File: src/rtl/song_reader_if.sv
// Bundle of the MCU-facing, ROM-facing and note-player-facing signals of the
// song reader. The slave modport is the song reader's view. The master modport
// is the view of whoever plays the MCU, ROM and note player around it.
interface song_reader_if #(
    parameter int SONG_W = 4,
    parameter int IDX_W  = 5,
    parameter int NOTE_W = 6,
    parameter int DUR_W  = 6
);
    // MCU side
    logic                     play;
    logic                     reset_player;
    logic [SONG_W-1:0]        song;
    logic                     song_done;
    // note ROM side
    logic [SONG_W+IDX_W-1:0]  rom_addr;
    logic [NOTE_W+DUR_W-1:0]  rom_data;
    // note player side
    logic [NOTE_W-1:0]        note;
    logic [DUR_W-1:0]         duration;
    logic                     new_note;
    logic                     note_done;

    modport slave (
        input  play, reset_player, song, rom_data, note_done,
        output song_done, rom_addr, note, duration, new_note
    );

    modport master (
        output play, reset_player, song, rom_data, note_done,
        input  song_done, rom_addr, note, duration, new_note
    );
endinterface

File: src/rtl/song_reader.sv
// Song reader: walks one song of a synchronous note ROM and hands each
// note/duration pair to the note player. It waits for note_done before moving
// to the next slot. A zero duration field marks the end of a song, and so does
// the last slot. Either one raises a one-cycle song_done pulse back to the MCU.
module song_reader #(
    parameter int SONG_W = 4,
    parameter int IDX_W  = 5,
    parameter int NOTE_W = 6,
    parameter int DUR_W  = 6
) (
    input  logic              clk_i,
    input  logic              rst_i,
    song_reader_if.slave      sr
);
    localparam int ROM_W = NOTE_W + DUR_W;
    localparam logic [IDX_W-1:0] IDX_LAST = {IDX_W{1'b1}};

    typedef enum logic [2:0] {
        IDLE,
        FETCH,
        ISSUE,
        WAIT_NOTE,
        DONE
    } state_t;

    state_t              state_q, state_d;
    logic [IDX_W-1:0]    idx_q, idx_d;
    logic [SONG_W-1:0]   song_q, song_d;
    logic [NOTE_W-1:0]   note_q, note_d;
    logic [DUR_W-1:0]    dur_q, dur_d;
    logic                new_note_q, new_note_d;

    logic [NOTE_W-1:0]   rom_note;
    logic [DUR_W-1:0]    rom_dur;

    assign rom_note = sr.rom_data[ROM_W-1:DUR_W];
    assign rom_dur  = sr.rom_data[DUR_W-1:0];

    // The ROM address comes only from registers, so it stays put while the FSM holds
    assign sr.rom_addr  = {song_q, idx_q};
    assign sr.note      = note_q;
    assign sr.duration  = dur_q;
    assign sr.new_note  = new_note_q;
    assign sr.song_done = (state_q == DONE);

    // State and datapath registers, cleared by the asynchronous reset
    always_ff @(posedge clk_i or posedge rst_i) begin
        if (rst_i) begin
            state_q    <= IDLE;
            idx_q      <= '0;
            song_q     <= '0;
            note_q     <= '0;
            dur_q      <= '0;
            new_note_q <= 1'b0;
        end else begin
            state_q    <= state_d;
            idx_q      <= idx_d;
            song_q     <= song_d;
            note_q     <= note_d;
            dur_q      <= dur_d;
            new_note_q <= new_note_d;
        end
    end

    // Next-state logic. reset_player overrides every state, and note/duration
    // keep their last values through it.
    always_comb begin
        state_d    = state_q;
        idx_d      = idx_q;
        song_d     = song_q;
        note_d     = note_q;
        dur_d      = dur_q;
        new_note_d = 1'b0;

        if (sr.reset_player) begin
            state_d = IDLE;
            idx_d   = '0;
        end else begin
            unique case (state_q)
                IDLE: begin
                    // The song select is captured here only. A change mid-song waits for the next IDLE.
                    if (sr.play) begin
                        song_d  = sr.song;
                        state_d = FETCH;
                    end
                end
                FETCH: begin
                    // The ROM registers the stable address during this cycle
                    if (sr.play) begin
                        state_d = ISSUE;
                    end
                end
                ISSUE: begin
                    if (sr.play) begin
                        if (rom_dur == '0) begin
                            state_d = DONE;
                        end else begin
                            note_d     = rom_note;
                            dur_d      = rom_dur;
                            new_note_d = 1'b1;
                            state_d    = WAIT_NOTE;
                        end
                    end
                end
                WAIT_NOTE: begin
                    // The note player owns pausing, so play has no effect here. A note_done
                    // that lands on the strobe cycle refers to the previous note, so it is dropped.
                    if (sr.note_done && !new_note_q) begin
                        if (idx_q == IDX_LAST) begin
                            state_d = DONE;
                        end else begin
                            idx_d   = idx_q + 1'b1;
                            state_d = FETCH;
                        end
                    end
                end
                DONE: begin
                    state_d = IDLE;
                    idx_d   = '0;
                end
                default: begin
                    state_d = IDLE;
                    idx_d   = '0;
                end
            endcase
        end
    end
endmodule

File: src/flat_wrapper.sv
// flat-port wrapper written by rule: the top's interface ports become plain ports
module song_reader_flat 
#(
    parameter int SONG_W = 4,
    parameter int IDX_W  = 5,
    parameter int NOTE_W = 6,
    parameter int DUR_W  = 6
)
  (clk_i, rst_i, sr_play, sr_reset_player, sr_song, sr_rom_data, sr_note_done, sr_song_done, sr_rom_addr, sr_note, sr_duration, sr_new_note);
  song_reader_if #(.SONG_W(SONG_W), .IDX_W(IDX_W), .NOTE_W(NOTE_W), .DUR_W(DUR_W)) sr_i ();
  input  logic clk_i;
  input  logic rst_i;
  input wire logic [$bits(sr_i.play)-1:0] sr_play;
  input wire logic [$bits(sr_i.reset_player)-1:0] sr_reset_player;
  input wire logic [$bits(sr_i.song)-1:0] sr_song;
  input wire logic [$bits(sr_i.rom_data)-1:0] sr_rom_data;
  input wire logic [$bits(sr_i.note_done)-1:0] sr_note_done;
  output wire logic [$bits(sr_i.song_done)-1:0] sr_song_done;
  output wire logic [$bits(sr_i.rom_addr)-1:0] sr_rom_addr;
  output wire logic [$bits(sr_i.note)-1:0] sr_note;
  output wire logic [$bits(sr_i.duration)-1:0] sr_duration;
  output wire logic [$bits(sr_i.new_note)-1:0] sr_new_note;
  assign sr_i.play = sr_play;
  assign sr_i.reset_player = sr_reset_player;
  assign sr_i.song = sr_song;
  assign sr_i.rom_data = sr_rom_data;
  assign sr_i.note_done = sr_note_done;
  assign sr_song_done = sr_i.song_done;
  assign sr_rom_addr = sr_i.rom_addr;
  assign sr_note = sr_i.note;
  assign sr_duration = sr_i.duration;
  assign sr_new_note = sr_i.new_note;
  song_reader #(.SONG_W(SONG_W), .IDX_W(IDX_W), .NOTE_W(NOTE_W), .DUR_W(DUR_W)) u_core (.clk_i(clk_i), .rst_i(rst_i), .sr(sr_i));
endmodule
File: config.mk
export PLATFORM = sky130hd
export DESIGN_NAME = song_reader_flat
export DESIGN_NICKNAME = d
export VERILOG_FILES = /design/src/rtl/song_reader_if.sv /design/src/rtl/song_reader.sv /design/src/flat_wrapper.sv
export SDC_FILE = /design/constraint.sdc
export NUM_CORES = 1
export LEC_CHECK = 0
export BUFFER_PORTS_ARGS = -buffer_cell sky130_fd_sc_hd__buf_4
export CAP_MARGIN = 10
export CORE_UTILIZATION = 35
export DETAILED_ROUTE_END_ITERATION = 16
export PLACE_DENSITY = 0.62
export SLEW_MARGIN = 10
export SYNTH_ARGS = -nofsm -noshare
export SYNTH_HDL_FRONTEND = slang
export SYNTH_SLANG_ARGS = --single-unit
File: constraint.sdc
create_clock -name clk_i -period 1.78 [get_ports clk_i]
set_input_delay 0.178 -clock clk_i [delete_from_list [all_inputs] [get_ports clk_i]]
set_output_delay 0.178 -clock clk_i [all_outputs]
set_load 0.005 [all_outputs]
Yosys cells after proc, flatten, opt, wreduce, memory -nomap -nowiden
Cells that the tools add are included. Widths: inputs -> output; s select.

Memory bits (read-only): 0. Bits in writable memories: 0. Memories kept: 0. Output and inout bits: 23. Bits in registers: 25. Bits in latches: 0.

Order comparisons: 0. Reductions and logical operators: 9. $mul: 0. Div/mod/pow operators: 0. Bitwise gates (word level): 2. Eq/ne operators: 11. Add/sub/neg operators: 1. Mux-type cells: 16. Shift operators: 0.

Operators by type and width (count): $mux 3 (7); $mux 5 (3); $ne 3x3->1 const B (4); $pmux 3 s4 (1); $pmux 5 s2 (1); $reduce_and 4->1 (2); $eq 3x2->1 const B (2); $logic_not 6->1 (1); $reduce_and 3->1 (2); $add 5x1->5 const B (1); $eq 5x5->1 const B (1); $mux 1 (4); $eq 3x1->1 const B (1); $eq 3x3->1 const B (1); $logic_not 3->1 (1); $ne 3x2->1 const B (1); $reduce_or 3->1 (1); $ne 2x1->1 const B (1); $not 1->1 (2); $logic_and 1x1->1 (1); $logic_not 1->1 (1).

Logic depth before layout (Yosys ltp)
Gate-level depths: netlist of run 1.

Depth after elaboration: 5. Gate-level depth with buffers: 6.

Worst setup path after synthesis of run 1
OpenSTA, ideal clock, no wires.

Path kind: register -> register. From: register u_core.idx_q[0]. To: register u_core.idx_q[2]. Path buffers: 1. Clock period less this slack: 1.837 ns. Path slack: -0.057 ns. Cell stages (with the launch flop): 7. Required time: 1.703 ns. Arrival time: 1.760 ns. Path through: dfrtp_1 -> ha_1 -> and3_1 -> ha_1 -> clkbuf_1 -> or4_1 -> a21oi_1.

Longest elaborated chain between the ends: 5.

RTL lines: from (decl) (RTL line song_reader.sv:27) `logic [IDX_W-1:0] idx_q, idx_d;`; from (signal assigned) (RTL line song_reader.sv:57) `idx_q <= idx_d;`; $add 5x1->5 (RTL line song_reader.sv:112) `idx_d = idx_q + 1'b1;`; $mux 5 (RTL line song_reader.sv:109) `if (idx_q == IDX_LAST) begin`; $mux 5 (RTL line song_reader.sv:108) `if (sr.note_done && !new_note_q) begin`; $pmux 5 s2 (RTL line song_reader.sv:79) `unique case (state_q)`; $mux 5 (RTL line song_reader.sv:75) `if (sr.reset_player) begin`.

Parallel ways exist; a longest one is shown, timed or not. The select of a mux whose other input is x is not followed. A chain may end at the register's enable or synchronous reset.

Final worst setup path of run 1
From: register u_core.idx_q[1]. To: register u_core.idx_q[1].

The elaborated chain is that of the path after synthesis.

==> impl_metrics.env, run 1 <==
export IMPL_status="finished, final reports clean"
export IMPL_fin_skew_ns=0.00666
export IMPL_final_common_cell="buf_4"
export IMPL_power_density_nw_per_um2=827
export IMPL_antenna_found_initial=0
export IMPL_slew_violations=0
export IMPL_synth_top_flop_cell="dfrtp_1"
export IMPL_clock_path_buffers=2
export IMPL_numPortBuffers=43
export IMPL_ios=44
export IMPL_dr_pass1_iters=4
export IMPL_ys_seq_elements=25
export IMPL_syn_to_final_growth_pct=43.7
export IMPL_worst_ep_required_time_ns=2.03
export IMPL_grt_max_degree=14
export IMPL_peakVddDrop_uv=509
export IMPL_reg2reg_from="u_core.idx_q[1]"
export IMPL_clockRootBuffer="clkbuf_4"
export IMPL_min_period_ns=1.71
export IMPL_arrival_ns=1.96
export IMPL_yosys_area_top_type_share=0.541
export IMPL_syn_num_nets=117
export IMPL_maxCapViolations=0
export IMPL_grt_first_pass_wirelength_mm=4.22
export IMPL_die_y_um=59.5
export IMPL_dieArea_sq_um=3540
export IMPL_vias=932
export IMPL_clk_pin_slew_worst_paths_ns=0.13
export IMPL_cp_end_kind="flip-flop"
export IMPL_async_flop_share=1.00
export IMPL_ys_seq_area_frac=0.541
export IMPL_reg2reg_to="u_core.idx_q[1]"
export IMPL_grt_usage=0.156
export IMPL_multi_input_area_sq_um=529
export IMPL_finalInstanceArea_sq_um=1660
export IMPL_leakage_nw=0.761
export IMPL_drc=0
export IMPL_grt_overflow=0
export IMPL_pre_cts_ws_ns=-0.0561
export IMPL_ant_nets=0
export IMPL_fillers=292
export IMPL_fin_crit_sh=0.961
export IMPL_final_cell_mix="buf_4, dfrtp_1, mux2_2"
export IMPL_crit_fanout=9
export IMPL_hold_violations=0
export IMPL_fp_row_count=20
export IMPL_die_width_um=59.5
export IMPL_cts_tree="built"
export IMPL_rsz0062_at_grt="false"
export IMPL_placed_cell_area_sq_um=1600
export IMPL_insertedDiodeCount=0
export IMPL_start_util=0.373
export IMPL_setup_viol_count_final=0
export IMPL_synth_cell_area_sq_um=1160
export IMPL_core_area_sq_um=3100
export IMPL_endpoint="u_core.idx_q[1]"
export IMPL_synthCells=94
export IMPL_worstSetupPathType="flip-flop to flip-flop"
export IMPL_avgViaCountPerCell=4.88
export IMPL_critPathLaunchType="flip-flop"
export IMPL_cts_made_buffers=3
export IMPL_routedWlPerCell_um=13.0
export IMPL_yosysUniqueCellTypes=33
export IMPL_synth_edf_count=0
export IMPL_cp_startpoint="u_core.idx_q[1]"
export IMPL_totalWireLength_mm=2.48
export IMPL_fmax_mhz=585
export IMPL_finish_utilization=0.536
export IMPL_post_dp_hpwl_mm=1.86
export IMPL_htreeDepth=1
export IMPL_regToRegSetupSlack_ns=0.07
export IMPL_final_nets=171
export IMPL_fin_cells=191
export IMPL_drtIter0Drc=31
export IMPL_worst_slack_ns=0.0700
export IMPL_tightest_slew_ns=0.468
export IMPL_yosys_top_cells_area="dfrtp_1, mux2_2, a21oi_1"
export IMPL_globalplace_congestion=0.757
export IMPL_grt_pass1_vias=951
export IMPL_relSlewSlack=0.688
export IMPL_clk_latency_ns=0.31
export IMPL_syn_area_per_cell_sq_um=12.3
export IMPL_dp_cells=187
export IMPL_hold_path_class="input port to flip-flop"
export IMPL_synth_warnings=0
export IMPL_yosysTopAreaCell="dfrtp_1"
export IMPL_clkSinkCount=25
export IMPL_r2r_cells=5
export IMPL_drive_gt1_frac=0.578
export IMPL_seqCellArea_sq_um=626
-- metal layers --
metal	track usage	vias up	wire (um)
li1	-	453	-
met1	0.208	446	1110
met2	0.257	31	1230
met3	0.0218	2	125
met4	0.0598	0	22
met5	0	-	0
-- metrics by stage --
step	hold WS, ns	total power, mW	setup TNS, ns
2_1_floorplan	0.205	0.894	0
3_3_place_gp	0.212	1.13	0
3_5_place_dp	0.221	1.14	-0.334
4_1_cts	0.0355	1.40	0
5_1_grt	0.0315	1.46	0
6_report	0.0507	1.37	0
-- critical path, stage by stage (launching register included) --
cell	delay, ns
dfrtp_1	0.41
ha_2	0.19
and3_4	0.18
ha_4	0.18
or4b_4	0.54
a21oi_2	0.15
-- sequential cells by signal, summed over array words and instances, names as in the netlist --
| signal | count |
|---|---|
| u_core.sr.note | 6 |
| u_core.idx_q | 5 |
| u_core.sr.new_note | 1 |
| u_core.state_q | 3 |
| u_core.sr.duration | 6 |
| u_core.song_q | 4 |
-- final cells by class --
cell class / count / share of cell area
Sequential cell: 25 / 0.376
Multi-Input combinational cell: 59 / 0.318
Timing Repair Buffer: 54 / 0.245
Tap cell: 44 / 0.0331
Clock buffer: 4 / 0.0158
Inverter: 5 / 0.0113
-- where the power goes --
part           switching, mW  internal (mW)
logic                  0.127          0.260
clock network          0.159         0.0874
registers             0.0602          0.681
total                  0.346           1.03
-- Yosys cell counts, types with 2 or more instances --
library cell,number
a21oi_1,6
clkbuf_1,2
dfrtp_1,25
ha_1,2
inv_1,5
mux2_2,16
nand2_1,3
nand3_1,2
o21ai_0,5
o31ai_1,2
or3_1,2
or4_1,3
-- cell families after synthesis --
kind of cell             count (synthesis)  synth area share
buffers and inverters                   10            0.0400
AO/OA/AOI/OAI                           18             0.110
adder cells (fa/ha/maj)                  2            0.0216
AND/OR/NAND/NOR                         23             0.132
flip-flops                              25             0.541
multiplexers                            16             0.156
-- worst min path at each step --
| stage | from | end | slack, ns | cells past startpoint |
|---|---|---|---|---|
| final | sr_reset_player | u_core.state_q[2] | 0.05 | 2 |
| after global routing | sr_reset_player | u_core.state_q[2] | 0.03 | 2 |
| after CTS | sr_reset_player | u_core.state_q[2] | 0.04 | 2 |
| after detailed placement | rst_i | u_core.sr.note[0] | 0.22 | 2 |
| after global placement | rst_i | u_core.sr.note[1] | 0.21 | 2 |
| after floorplan | rst_i | u_core.idx_q[0] | 0.21 | 1 |
-- timing repair --
| action | CTS | global route |
|---|---|---|
| hold buffers | 1 | 0 |
| setup endpoints to repair | 4 | 8 |
| endpoints found under the hold margin | 12 | 0 |
| resized for setup | 3 | 7 |
| buffers inserted | 0 | 0 |
| pin swaps | 5 | 2 |
Note: power is estimated with default switching activity, not from simulation.
==> run 2, diff against run 1 <==
==> constraint.sdc (replaced) <==
create_clock -name clk_i -period 1.55 [get_ports clk_i]
set_input_delay 0.155 -clock clk_i [delete_from_list [all_inputs] [get_ports clk_i]]
set_output_delay 0.155 -clock clk_i [all_outputs]
set_load 0.005 [all_outputs]
==> run 2 against run 1 <==
The run now ends with negative setup slack left. Combinational power increased by 36%. Cell count is 7.3% higher. Clock-buffer cell count shrank 1. Core utilization grew 6.0 points. Sequential power increased by 16%. Global-route usage up 1.7 points. Die area is the same. Power rose by 23%. Flip-flop and latch count did not move. Critical path depth is the same. First-iteration DRC count shrank 81%. Largest cell class unchanged. Highest routed layer is now met3.
==> impl_metrics.env, run 2 (same netlist as run 1, synthesis figures left out) <==
export IMPL_min_period_ns=1.62
export IMPL_dp_cells=191
export IMPL_tightest_slew_ns=0.387
export IMPL_drtIter0Drc=6
export IMPL_placed_cell_area_sq_um=1690
export IMPL_setup_viol_count_final=4
export IMPL_fin_crit_sh=1.05
export IMPL_status="finished with violations"
export IMPL_slowest_delay_ns=0.51
export IMPL_final_nets=185
export IMPL_hold_violations=0
export IMPL_totalWireLength_mm=2.78
export IMPL_die_width_um=59.5
export IMPL_worstSetupPathType="flip-flop to flip-flop"
export IMPL_cts_tree="built"
export IMPL_drive_gt1_frac=0.609
export IMPL_grt_usage=0.173
export IMPL_clk_pin_slew_worst_paths_ns=0.14
export IMPL_arrival_ns=1.89
export IMPL_grt_first_pass_wirelength_mm=4.62
export IMPL_crit_fanout=6
export IMPL_maxCapViolations=0
export IMPL_power_density_nw_per_um2=914
export IMPL_peakVddDrop_uv=566
export IMPL_worst_slack_ns=-0.0709
export IMPL_rsz0062_at_grt="true"
export IMPL_grt_overflow=0
export IMPL_failed_checks="negative setup slack"
export IMPL_htreeDepth=1
export IMPL_clk_latency_ns=0.32
export IMPL_relSlewSlack=0.741
export IMPL_syn_to_final_growth_pct=59.9
export IMPL_leakage_nw=0.881
export IMPL_dr_pass1_iters=4
export IMPL_final_common_cell="buf_4"
export IMPL_fin_cells=205
export IMPL_antenna_found_initial=0
export IMPL_hold_path_class="input port to flip-flop"
export IMPL_crit_path_top_delay_cell="or4b_4"
export IMPL_fp_row_count=20
export IMPL_hold_worst_slack_ns=0.0482
export IMPL_final_cell_mix="buf_4, dfrtp_1, mux2_4"
export IMPL_clkSinkCount=25
export IMPL_insertedDiodeCount=0
export IMPL_cp_end_kind="flip-flop"
export IMPL_start_util=0.373
export IMPL_grt_pass1_vias=1077
export IMPL_dieArea_sq_um=3540
export IMPL_path_buf_inv=0
export IMPL_fin_skew_ns=0.00230
export IMPL_routedWlPerCell_um=13.6
export IMPL_cp_top_family="simple AND/OR/NAND/NOR gates"
export IMPL_clock_path_buffers=2
export IMPL_die_y_um=59.5
export IMPL_clockRootBuffer="clkbuf_4"
export IMPL_cts_made_buffers=3
export IMPL_ant_nets=0
export IMPL_slew_violations=0
export IMPL_vias=1023
export IMPL_globalplace_congestion=0.743
export IMPL_ios=44
export IMPL_numPortBuffers=43
export IMPL_path_cells="ha_2 -> and3_4 -> ha_4 -> or4b_4 -> a21oi_2"
export IMPL_worst_ep_required_time_ns=1.82
export IMPL_fin_setup_tns_ns=-0.199
export IMPL_drc=0
export IMPL_finalInstanceArea_sq_um=1850
export IMPL_critPathLaunchType="flip-flop"
export IMPL_avgViaCountPerCell=4.99
export IMPL_core_area_sq_um=3100
export IMPL_post_dp_hpwl_mm=2.00
export IMPL_grt_max_degree=26
export IMPL_fmax_mhz=617
## run 2: cell count changes in the layout (fill, tap and decap cells not counted), sizes merged
cell,previous run,this run
dlygate4sd3,1,2
buf,53,66
clkbuf,4,3
clkinvlp,0,1
## run 2: worst paths after layout
kind	slack [ns]	depth (start not counted)	from	end
worst max-delay path	-0.07	5	u_core.idx_q[1]	u_core.idx_q[1]
max in group asynchronous	0.86	4	rst_i	u_core.state_q[0]
min in group asynchronous	0.43	4	rst_i	u_core.sr.note[2]
worst min-delay path	0.05	2	sr_rom_data[7]	u_core.sr.note[1]
worst min register to register	0.53	1	u_core.sr.duration[2]	u_core.sr.duration[2]
worst max register to register	-0.07	5	u_core.idx_q[1]	u_core.idx_q[1]
## run 2: report_power, final
part / leakage, nW / switching (mW) / internal, mW
logic: 0.552 / 0.161 / 0.367
clock network: 0.0139 / 0.206 / 0.0986
registers: 0.315 / 0.0771 / 0.782
total: 0.881 / 0.444 / 1.25
## run 2: cell type report
type,count,area [sq um]
inverter,5,18.8
fill,271,1250
clock inverter,1,7.51
timing repair buffer,68,523
multi-input combinational,59,597
sequential,25,627
tap,44,55.1
clock buffer,3,22.5
## run 2: through the flow
| stage | setup WS (ns) | util | power, mW |
|---|---|---|---|
| after global routing | -0.106 | 0.596 | 1.80 |
| after floorplan | -0.146 | - | 1.07 |
| after global placement | -0.181 | 0.545 | 1.36 |
| after CTS | -0.0878 | 0.587 | 1.72 |
| final | -0.0709 | 0.596 | 1.69 |
| after detailed placement | -0.213 | 0.545 | 1.37 |
## run 2: repair_timing
item                                   4_1_cts  5_1_grt
endpoints found under the hold margin       26        0
gates resized for setup                      9        4
pin swaps                                    7        8
setup endpoints to repair                   22       23
hold buffers                                 2        0
buffers inserted                             7        1
## run 2: per-layer routing
metal,GRT usage,vias up,routed length (um)
li1,-,483,-
met1,0.201,509,1110
met2,0.315,31,1550
met3,0.0306,0,121
met4,0.0631,0,0
met5,0,-,0
==> run 3, diff against run 2 <==
--- a/config.mk
+++ b/config.mk
@@ -7,10 +7,10 @@
 export LEC_CHECK = 0
 export BUFFER_PORTS_ARGS = -buffer_cell sky130_fd_sc_hd__buf_4
 export CAP_MARGIN = 10
-export CORE_UTILIZATION = 35
+export CORE_UTILIZATION = 43
 export DETAILED_ROUTE_END_ITERATION = 16
-export PLACE_DENSITY = 0.62
-export SLEW_MARGIN = 10
+export PLACE_DENSITY = 0.73
+export SLEW_MARGIN = 20
 export SYNTH_ARGS = -nofsm -noshare
 export SYNTH_HDL_FRONTEND = slang
 export SYNTH_SLANG_ARGS = --single-unit
==> run 3 against run 2 <==
Largest cell class is now multi-input gates. Die area down 18%. Highest routed layer is now met4. The run still ends with negative setup slack left. Maximum frequency down 0.47%. Clock skew up 0.0055 ns. Setup slack worse by 0.0076 ns. Critical path depth up 1. First-iteration DRC count rose to 3.3 times the previous value. Clock power about the same. Sequential power up 0.7%. Critical path type unchanged. Worst hold slack worse by 0.024 ns. Combinational power down 1%. Core utilization up 13 points. Design area down 1.4%.
==> impl_metrics.env, run 3 (same netlist as run 1, synthesis figures left out) <==
export IMPL_grt_pass1_vias=880
export IMPL_start_util=0.463
export IMPL_grt_overflow=0
export IMPL_peakVddDrop_uv=872
export IMPL_setup_viol_count_final=13
export IMPL_post_dp_hpwl_mm=1.93
export IMPL_fmax_mhz=614
export IMPL_hp_start="sr_reset_player"
export IMPL_final_cell_mix="buf_4, dfrtp_1, mux2_4"
export IMPL_rsz0062_at_grt="true"
export IMPL_clk_latency_ns=0.32
export IMPL_hold_violations=0
export IMPL_hold_path_end="u_core.state_q[2]"
export IMPL_fp_row_count=18
export IMPL_worst_slack_ns=-0.0785
export IMPL_failed_checks="negative setup slack"
export IMPL_fin_skew_ns=0.00784
export IMPL_avgViaCountPerCell=5.22
export IMPL_regToRegSetupSlack_ns=-0.08
export IMPL_grt_first_pass_wirelength_mm=3.97
export IMPL_worstSetupPathType="flip-flop to flip-flop"
export IMPL_ant_nets=0
export IMPL_clk_pin_slew_worst_paths_ns=0.15
export IMPL_grt_max_degree=26
export IMPL_min_period_ns=1.63
export IMPL_dp_cells=178
export IMPL_r2r_cells=6
export IMPL_fillers=174
export IMPL_tightest_slew_ns=0.350
export IMPL_reg2reg_to="u_core.idx_q[4]"
export IMPL_fin_setup_tns_ns=-0.371
export IMPL_routedWlPerCell_um=14.2
export IMPL_clockRootBuffer="clkbuf_4"
export IMPL_drive_gt1_frac=0.643
export IMPL_final_common_cell="buf_4"
export IMPL_leakage_nw=0.866
export IMPL_seqCellArea_sq_um=626
export IMPL_antenna_found_initial=0
export IMPL_worst_ep_required_time_ns=1.81
export IMPL_htreeDepth=1
export IMPL_dieArea_sq_um=2900
export IMPL_drtIter0Drc=20
export IMPL_cts_made_buffers=3
export IMPL_hold_path_class="input port to flip-flop"
export IMPL_drc=0
export IMPL_power_density_nw_per_um2=927
export IMPL_syn_to_final_growth_pct=57.7
export IMPL_finish_utilization=0.730
export IMPL_hold_worst_slack_ns=0.0247
export IMPL_numPortBuffers=43
export IMPL_crit_fanout=6
export IMPL_clock_path_buffers=2
export IMPL_finalPower_mw=1.69
export IMPL_multi_input_area_sq_um=629
export IMPL_die_width_um=53.9
export IMPL_insertedDiodeCount=0
export IMPL_grt_usage=0.190
export IMPL_ios=44
export IMPL_maxCapViolations=0
export IMPL_fin_crit_sh=1.05
export IMPL_globalplace_congestion=0.817
export IMPL_cts_tree="built"
export IMPL_relSlewSlack=0.764
export IMPL_core_area_sq_um=2500
export IMPL_dr_pass1_iters=4
export IMPL_final_nets=178
export IMPL_critPathLaunchType="flip-flop"
export IMPL_hold_depth=2
export IMPL_reg2reg_from="u_core.idx_q[1]"
export IMPL_totalWireLength_mm=2.61
export IMPL_fin_cells=184
export IMPL_vias=961
export IMPL_arrival_ns=1.89
export IMPL_slew_violations=0
export IMPL_clkSinkCount=25
export IMPL_die_y_um=53.9
export IMPL_cp_end_kind="flip-flop"
export IMPL_status="finished with violations"
run 3: changes by cell type in the layout (fill, tap and decap cells not counted), moves of 2 or more:
cell and change:
or3_1 -2, a21oi_1 -2, a21oi_2 +2, or3_4 +2, buf_4 -6
run 3: metrics by stage:
stage,worst slack (ns),cell area (sq um)
floorplan,-0.146,1240
global placement,-0.189,1690
detailed placement,-0.221,1690
CTS,-0.0834,1760
global route,-0.138,1830
finish,-0.0785,1830
run 3: worst max-delay path: stages, from the launching register on:
cell	delay [ns]
dfrtp_1	0.42
ha_2	0.19
and3_4	0.15
ha_4	0.17
buf_6	0.12
or3_4	0.38
a21oi_2	0.13
run 3: what timing repair did:
| item | CTS | global route |
|---|---|---|
| gates resized for setup | 9 | 11 |
| hold buffers | 1 | 0 |
| setup buffers | 0 | 1 |
| endpoints found under the hold margin | 25 | 0 |
| pin swaps | 6 | 7 |
| endpoints found under the setup margin | 20 | 24 |
run 3: layer usage:
layer / GRT usage / routed length, um / vias up
li1: - / - / 467
met1: 0.262 / 1210 / 469
met2: 0.307 / 1300 / 23
met3: 0.0367 / 89 / 2
met4: 0.0439 / 12 / 0
met5: 0 / 0 / -
run 3: how the worst max path moves through the flow:
stage | cells past startpoint | endpoint | slack, ns | startpoint
floorplan | 6 | u_core.idx_q[2] | -0.15 | u_core.idx_q[1]
global placement | 4 | u_core.state_q[2] | -0.19 | sr_rom_data[5]
detailed placement | 4 | u_core.state_q[2] | -0.22 | sr_rom_data[5]
CTS | 5 | u_core.idx_q[1] | -0.08 | u_core.idx_q[0]
global route | 5 | u_core.idx_q[1] | -0.14 | u_core.idx_q[1]
finish | 6 | u_core.idx_q[4] | -0.08 | u_core.idx_q[1]
run 3: report_power, final:
group / switching, mW / internal (mW)
Clock: 0.208 / 0.0984
Sequential: 0.0832 / 0.782
Combinational: 0.157 / 0.364
run 3: area by class of cell:
type / instances / share of cell area
Timing Repair Buffer: 61 / 0.265
Sequential cell: 25 / 0.343
Clock buffer: 3 / 0.0123
Multi-Input combinational cell: 59 / 0.345
Tap cell: 30 / 0.0206
Inverter: 5 / 0.0103
Clock inverter: 1 / 0.00411
